[config.mk]
export PLATFORM = sky130hd
export DESIGN_NAME = mem_port_arbiter
export DESIGN_NICKNAME = d
export VERILOG_FILES = /design/src/rtl/mem_port_arbiter.sv
export SDC_FILE = /design/constraint.sdc
export NUM_CORES = 1
export LEC_CHECK = 0
export CORE_UTILIZATION = 30
export CTS_CLUSTER_SIZE = 28
export DETAILED_ROUTE_END_ITERATION = 12
export GPL_ROUTABILITY_DRIVEN = 0
export PLACE_DENSITY = 0.75
export SYNTH_ARGS = -nofsm -noshare
export SYNTH_HDL_FRONTEND = slang
export SYNTH_SLANG_ARGS = --single-unit
[constraint.sdc]
create_clock -name clk_i -period 4.8 [get_ports clk_i]
set_clock_uncertainty 0.05 [all_clocks]
set_input_delay 1.44 -clock clk_i [delete_from_list [all_inputs] [get_ports clk_i]]
set_output_delay 1.44 -clock clk_i [all_outputs]
set_load 0.01 [all_outputs]
[src/rtl/mem_port_arbiter.sv]
// mem_port_arbiter
// Shares one single-port, word-addressed RAM with byte-lane selects between the
// instruction-fetch port (read-only) and the data port (load / store with byte and
// halfword stores). One grant per cycle; read data comes back one cycle after grant.
// Optional feature macro: ROUND_ROBIN_EN
//   defined     -> on contention the port that was not granted last wins
//   not defined -> data port has fixed priority over fetch
module mem_port_arbiter #(
  parameter int ADDR_BITS = 32,
  parameter int DATA_BITS = 32
) (
  input  logic                 clk_i,
  input  logic                 rst_i,
  // instruction-fetch port
  input  logic                 if_req_i,
  input  logic [31:0]          if_addr_i,
  output logic                 if_ready_o,
  output logic                 if_rvalid_o,
  output logic [31:0]          if_rdata_o,
  // data port
  input  logic                 d_req_i,
  input  logic                 d_we_i,
  input  logic                 d_sh_i,
  input  logic                 d_sb_i,
  input  logic [31:0]          d_addr_i,
  input  logic [31:0]          d_wdata_i,
  output logic                 d_ready_o,
  output logic                 d_rvalid_o,
  output logic [31:0]          d_rdata_o,
  output logic                 d_err_o,
  // RAM side
  output logic                 ram_en_o,
  output logic                 ram_we_o,
  output logic [ADDR_BITS-1:0] ram_addr_o,
  output logic [DATA_BITS-1:0] ram_din_o,
  output logic [3:0]           ram_sel_o,
  input  logic [DATA_BITS-1:0] ram_dout_i
);

  // Owner of the read currently in flight (its data arrives next cycle)
  typedef enum logic [1:0] {
    PEND_NONE = 2'd0,
    PEND_IF   = 2'd1,
    PEND_D    = 2'd2
  } pend_e;

  localparam logic LAST_IF = 1'b0;
  localparam logic LAST_D  = 1'b1;

  pend_e       pend_q, pend_d;
  logic        last_q, last_d;
  logic [31:0] if_rdata_q, if_rdata_d;
  logic [31:0] d_rdata_q, d_rdata_d;

  logic        d_is_half;
  logic        d_is_byte;
  logic        d_misaligned;
  logic        d_valid;
  logic        if_valid;
  logic        d_reject;
  logic        grant_d;
  logic        grant_if;
  logic [31:0] steer_din;
  logic [3:0]  steer_sel;
  logic [31:0] ram_word;

  assign ram_word = 32'(ram_dout_i);

  // Decode the data access size; {sh,sb}=11 behaves as a full word
  always_comb begin
    d_is_half    = 1'b0;
    d_is_byte    = 1'b0;
    d_misaligned = 1'b0;
    d_is_half    = d_sh_i && !d_sb_i;
    d_is_byte    = d_sb_i && !d_sh_i;
    if (d_is_half) begin
      d_misaligned = d_addr_i[0];
    end else if (d_is_byte) begin
      d_misaligned = 1'b0;
    end else begin
      d_misaligned = (d_addr_i[1:0] != 2'b00);
    end
  end

  // Pick at most one port per cycle; misaligned data requests never compete
  always_comb begin
    grant_d  = 1'b0;
    grant_if = 1'b0;
    d_valid  = d_req_i && !d_misaligned && !rst_i;
    if_valid = if_req_i && !rst_i;
    d_reject = d_req_i && d_misaligned && !rst_i;
`ifdef ROUND_ROBIN_EN
    if (d_valid && if_valid) begin
      if (last_q == LAST_IF) begin
        grant_d = 1'b1;
      end else begin
        grant_if = 1'b1;
      end
    end else begin
      grant_d  = d_valid;
      grant_if = if_valid;
    end
`else
    grant_d  = d_valid;
    grant_if = if_valid && !d_valid;
`endif
  end

  // Place right-aligned store data on the byte lanes selected by the low address bits
  always_comb begin
    steer_din = d_wdata_i;
    steer_sel = 4'hF;
    case ({d_sh_i, d_sb_i})
      2'b01: begin
        steer_din = d_wdata_i << {d_addr_i[1:0], 3'b000};
        steer_sel = 4'b0001 << d_addr_i[1:0];
      end
      2'b10: begin
        steer_din = d_wdata_i << {d_addr_i[1], 4'b0000};
        steer_sel = 4'b0011 << {d_addr_i[1], 1'b0};
      end
      default: begin
        steer_din = d_wdata_i;
        steer_sel = 4'hF;
      end
    endcase
  end

  // Drive the RAM from whichever port won; everything is zero when idle
  always_comb begin
    ram_en_o   = 1'b0;
    ram_we_o   = 1'b0;
    ram_addr_o = '0;
    ram_din_o  = '0;
    ram_sel_o  = 4'h0;
    if (grant_d) begin
      ram_en_o   = 1'b1;
      ram_we_o   = d_we_i;
      ram_addr_o = ADDR_BITS'(d_addr_i >> 2);
      if (d_we_i) begin
        ram_din_o = DATA_BITS'(steer_din);
        ram_sel_o = steer_sel;
      end else begin
        ram_sel_o = 4'hF;
      end
    end else if (grant_if) begin
      ram_en_o   = 1'b1;
      ram_addr_o = ADDR_BITS'(if_addr_i >> 2);
      ram_sel_o  = 4'hF;
    end
  end

  // Handshakes: a misaligned data request is accepted and flagged without touching RAM
  always_comb begin
    if_ready_o = grant_if;
    d_ready_o  = grant_d || d_reject;
    d_err_o    = d_reject;
  end

  // Return read data to the owner of the in-flight read; otherwise hold the last word
  always_comb begin
    if_rvalid_o = (pend_q == PEND_IF) && !rst_i;
    d_rvalid_o  = (pend_q == PEND_D) && !rst_i;
    if_rdata_d  = if_rvalid_o ? ram_word : if_rdata_q;
    d_rdata_d   = d_rvalid_o ? ram_word : d_rdata_q;
    if_rdata_o  = if_rdata_d;
    d_rdata_o   = d_rdata_d;
  end

  // Next owner of the read in flight and the most recently granted port
  always_comb begin
    pend_d = PEND_NONE;
    last_d = last_q;
    if (grant_d) begin
      last_d = LAST_D;
      if (!d_we_i) begin
        pend_d = PEND_D;
      end
    end else if (grant_if) begin
      last_d = LAST_IF;
      pend_d = PEND_IF;
    end
  end

  // State registers; reset drops any read in flight
  always_ff @(posedge clk_i) begin
    if (rst_i) begin
      pend_q     <= PEND_NONE;
      last_q     <= LAST_IF;
      if_rdata_q <= 32'h0;
      d_rdata_q  <= 32'h0;
    end else begin
      pend_q     <= pend_d;
      last_q     <= last_d;
      if_rdata_q <= if_rdata_d;
      d_rdata_q  <= d_rdata_d;
    end
  end

endmodule
==> out/qor.yml <==
cts_inserted_buffers: 9
grt.total_usage_pct: 21.7
synth_top_cell_by_area: "dfxtp_1"
timing.max_cap.violations: 0
detailed_place_hpwl_um: 11100
arrival_ps: 3240
cts_tree: "yes"
cts.path.max_buffers: 2
clock_latency_ps: 310
seqPwrFrac_pct: 35.0
die_x_um: 117
core.rowCount: 41
route.detailed.wl_per_inst_um: 16.8
grt_remaining_overflow: 0
min_period_over_period_pct: 98.6
switching_power_uw: 400
drive_above_1_share_pct: 22.8
ys_ff_latch: 66
timing.final.max_slew_violations: 0
worstPathCellList: "clkdlybuf4s50_1, nor2b_4, o22ai_4, buf_6, and2_4, bufbuf_16, a22o_1, clkdlybuf4s15_2"
avgSynthCellArea_um2: 9.41
routed_wirelength_um: 14900
setup_tns_ps: 0
cp.required_ps: 3310
cp_top_delay_family: "buffers and inverters"
run_status: "finished clean"
critical_path.max_stage_delay_ps: 490
p_sw_share_pct: 24.9
area_growth_pct: 87.7
post_synth_main_area_contributors: "dfxtp_1, mux2_2, and2b_1"
floorplan.die.height_um: 117
placed_cells: 856
startpoint_type: "input port"
non_filler_cells_final: 884
finalHoldWorstSlack_ps: 525
placedInstanceArea_um2: 6970
detailed_route_vias_per_instance: 4.90
count_of_unresolved_drc_violations_after_routing: 0
register_area_share_after_synthesis_pct: 33.4
ir_drop_uv: 146
nNetsFinal: 844
largest_net_degree_at_the_start_of_global_routing: 41
leakage_power_of_the_design_nw: 3.49
crit_type: "input port to output port"
dieArea_um2: 13700
pin_count: 274
clock_power_share_pct: 36.7
multi_input_comb_area_um2: 2450
cts_root_buffer: "clkbuf_16"
ys.warnings.count: 0
drt_pass1_iterations: 4
via_count_of_the_first_global_routing_pass: 4464
starting_density_of_the_core_pct: 31.1
rsz0062_at_grt: "false"
drt.antenna.violating_nets: 0
synthDominantCellAreaShare_pct: 33.4
cts-hold-fix-buffers: 0
timing.critical_path.slowest_stage_cell: "clkdlybuf4s50_1"
final_hold_viol_count: 0
route.layer.met1.wl_um: 5760
port-buffer-count: 269
max_freq_mhz: 211
regArea_um2: 1320
met2WireLength_um: 7560
antenna_violations_before_repair: 0
routed-wl-met3_um: 1290
clock-sinks: 66
grt_first_pass_wirelength_um: 22800
syn_inst: 421
synth.distinct_cells: 31
finish.instance_area_um2: 7430
min_path_type: "flop to flop"
clock_tree.htree_level_count: 3
power.density_cell_area_nw_per_um2: 216
fillers: 1172
min_period_ps: 4730
internal_dissipation_mw: 1.21
drt_iter0_drc: 149
syn-cell-area_um2: 3960
placeableCoreArea_um2: 12700
clk_pin_slew_worst_paths_ps: 50
dr.max_layer_used: "met4"
timing.critical_path.fanout_max: 4
timing.final.setup_violations: 0
crit_buf_inv: 4
part_of_the_power_in_combinational_logic_pct: 28.3
detailroute.via_count: 4335
worst_setup_path_end_kind: "output port"
cell families after synthesis:
kind of cell    after synthesis  synth area share (%)
mux                          64                  18.2
simple gates                139                  21.2
fa+ha+maj                     2                 0.632
other cells                   1                0.0947
flops                        66                  33.4
compound gates              107                  19.9
buf+inv                      42                  6.63
per-layer routing:
layer,track usage [%],vias up
met2,40.1,203
met4,7.26,0
met1,23.3,2054
li1,-,2049
met3,6.75,29
met5,0,-
power by group through the flow:
stage	clock (mW)	combinational [mW]	sequential, mW
CTS	0.609	0.454	0.564
floorplan	0	0.175	0.574
finish	0.589	0.455	0.564
global placement	0	0.422	0.574
detailed placement	0	0.432	0.575
global route	0.636	0.485	0.564
cell type report:
class	instances	share of cell area (%)
Multi-Input combinational cell	315	33.0
Sequential cell	66	17.8
Timing Repair Buffer	310	42.3
Inverter	5	0.252
Clock buffer	13	3.50
Tap cell	172	2.90
Clock inverter	2	0.168
Antenna cell	1	0.0337
final timing paths:
kind              slack (ps)                       end  cells past startpoint                startpoint
setup / recovery          70             ram_addr_o[2]                      8               d_addr_i[1]
hold / removal           530  d_rdata_q[17]$_SDFF_PP0_                      2  d_rdata_q[17]$_SDFF_PP0_
setup reg to reg        3230   d_rdata_q[3]$_SDFF_PP0_                      4      pend_q[1]$_SDFF_PP0_
hold reg to reg          530  d_rdata_q[17]$_SDFF_PP0_                      2  d_rdata_q[17]$_SDFF_PP0_
worst min-delay path, delay by kind of cell (launching register included):
family	cells	cell delay (ps)
multiplexers	1	140
flip-flops	1	300
AND/OR/NAND/NOR	1	110
registers in the layout, indices dropped and copies added (netlist names):
| register | flops |
|---|---|
| d_rdata_q | 32 |
| if_rdata_q | 32 |
| pend_q | 2 |
cell usage in the layout, fill, tap and decap left out, drive strengths merged:
cell type and count:
clkdlybuf4s50 198, dfxtp 66, mux2 64, and2b 60, dlygate4sd2 52, buf 46, a21oi 42, nand2 37
a22o 30, nor2 17, clkbuf 14, a21o 13, nor2b 11, clkdlybuf4s15 10, a211o 8, o221a 8
and3 8, inv 5, o21ai 4, bufbuf 3, nor3b 3, ha 2, conb 2, nand2b 2
and2 2, diode 1, a32oi 1, o22ai 1, clkinvlp 1, clkinv 1
cells in the mapped netlist:
library cell / instances
a211o_1: 8
a21o_1: 13
a21oi_1: 40
a21oi_2: 2
a22o_1: 30
a32oi_1: 1
and2_1: 2
and2b_1: 58
and2b_2: 1
and3_1: 8
buf_1: 1
buf_2: 6
buf_4: 8
buf_6: 9
clkbuf_1: 13
conb_1: 1
dfxtp_1: 66
ha_1: 2
inv_1: 5
mux2_2: 64
nand2_1: 36
nand2_2: 1
nand2b_1: 2
nor2_1: 17
nor2b_1: 9
nor2b_2: 1
nor2b_4: 1
nor3b_2: 3
o21ai_0: 4
o221a_2: 8
o22ai_4: 1
through the flow:
stage	setup slack (ps)	total power, mW	util (%)
finish	67.6	1.61	58.4
global route	2.32	1.68	58.4
CTS	60.5	1.63	58.5
detailed placement	-558	1.01	54.8
global placement	-489	0.997	54.8
floorplan	505	0.749	-
what timing repair did:
action                                  4_1_cts  5_1_grt
buffers inserted                              6        0
pin swaps                                     3        0
endpoints found under the setup margin       70        4
resized for setup                           127        4
cloned                                        6        0
No activity file was read; power rests on OpenSTA's default activity.
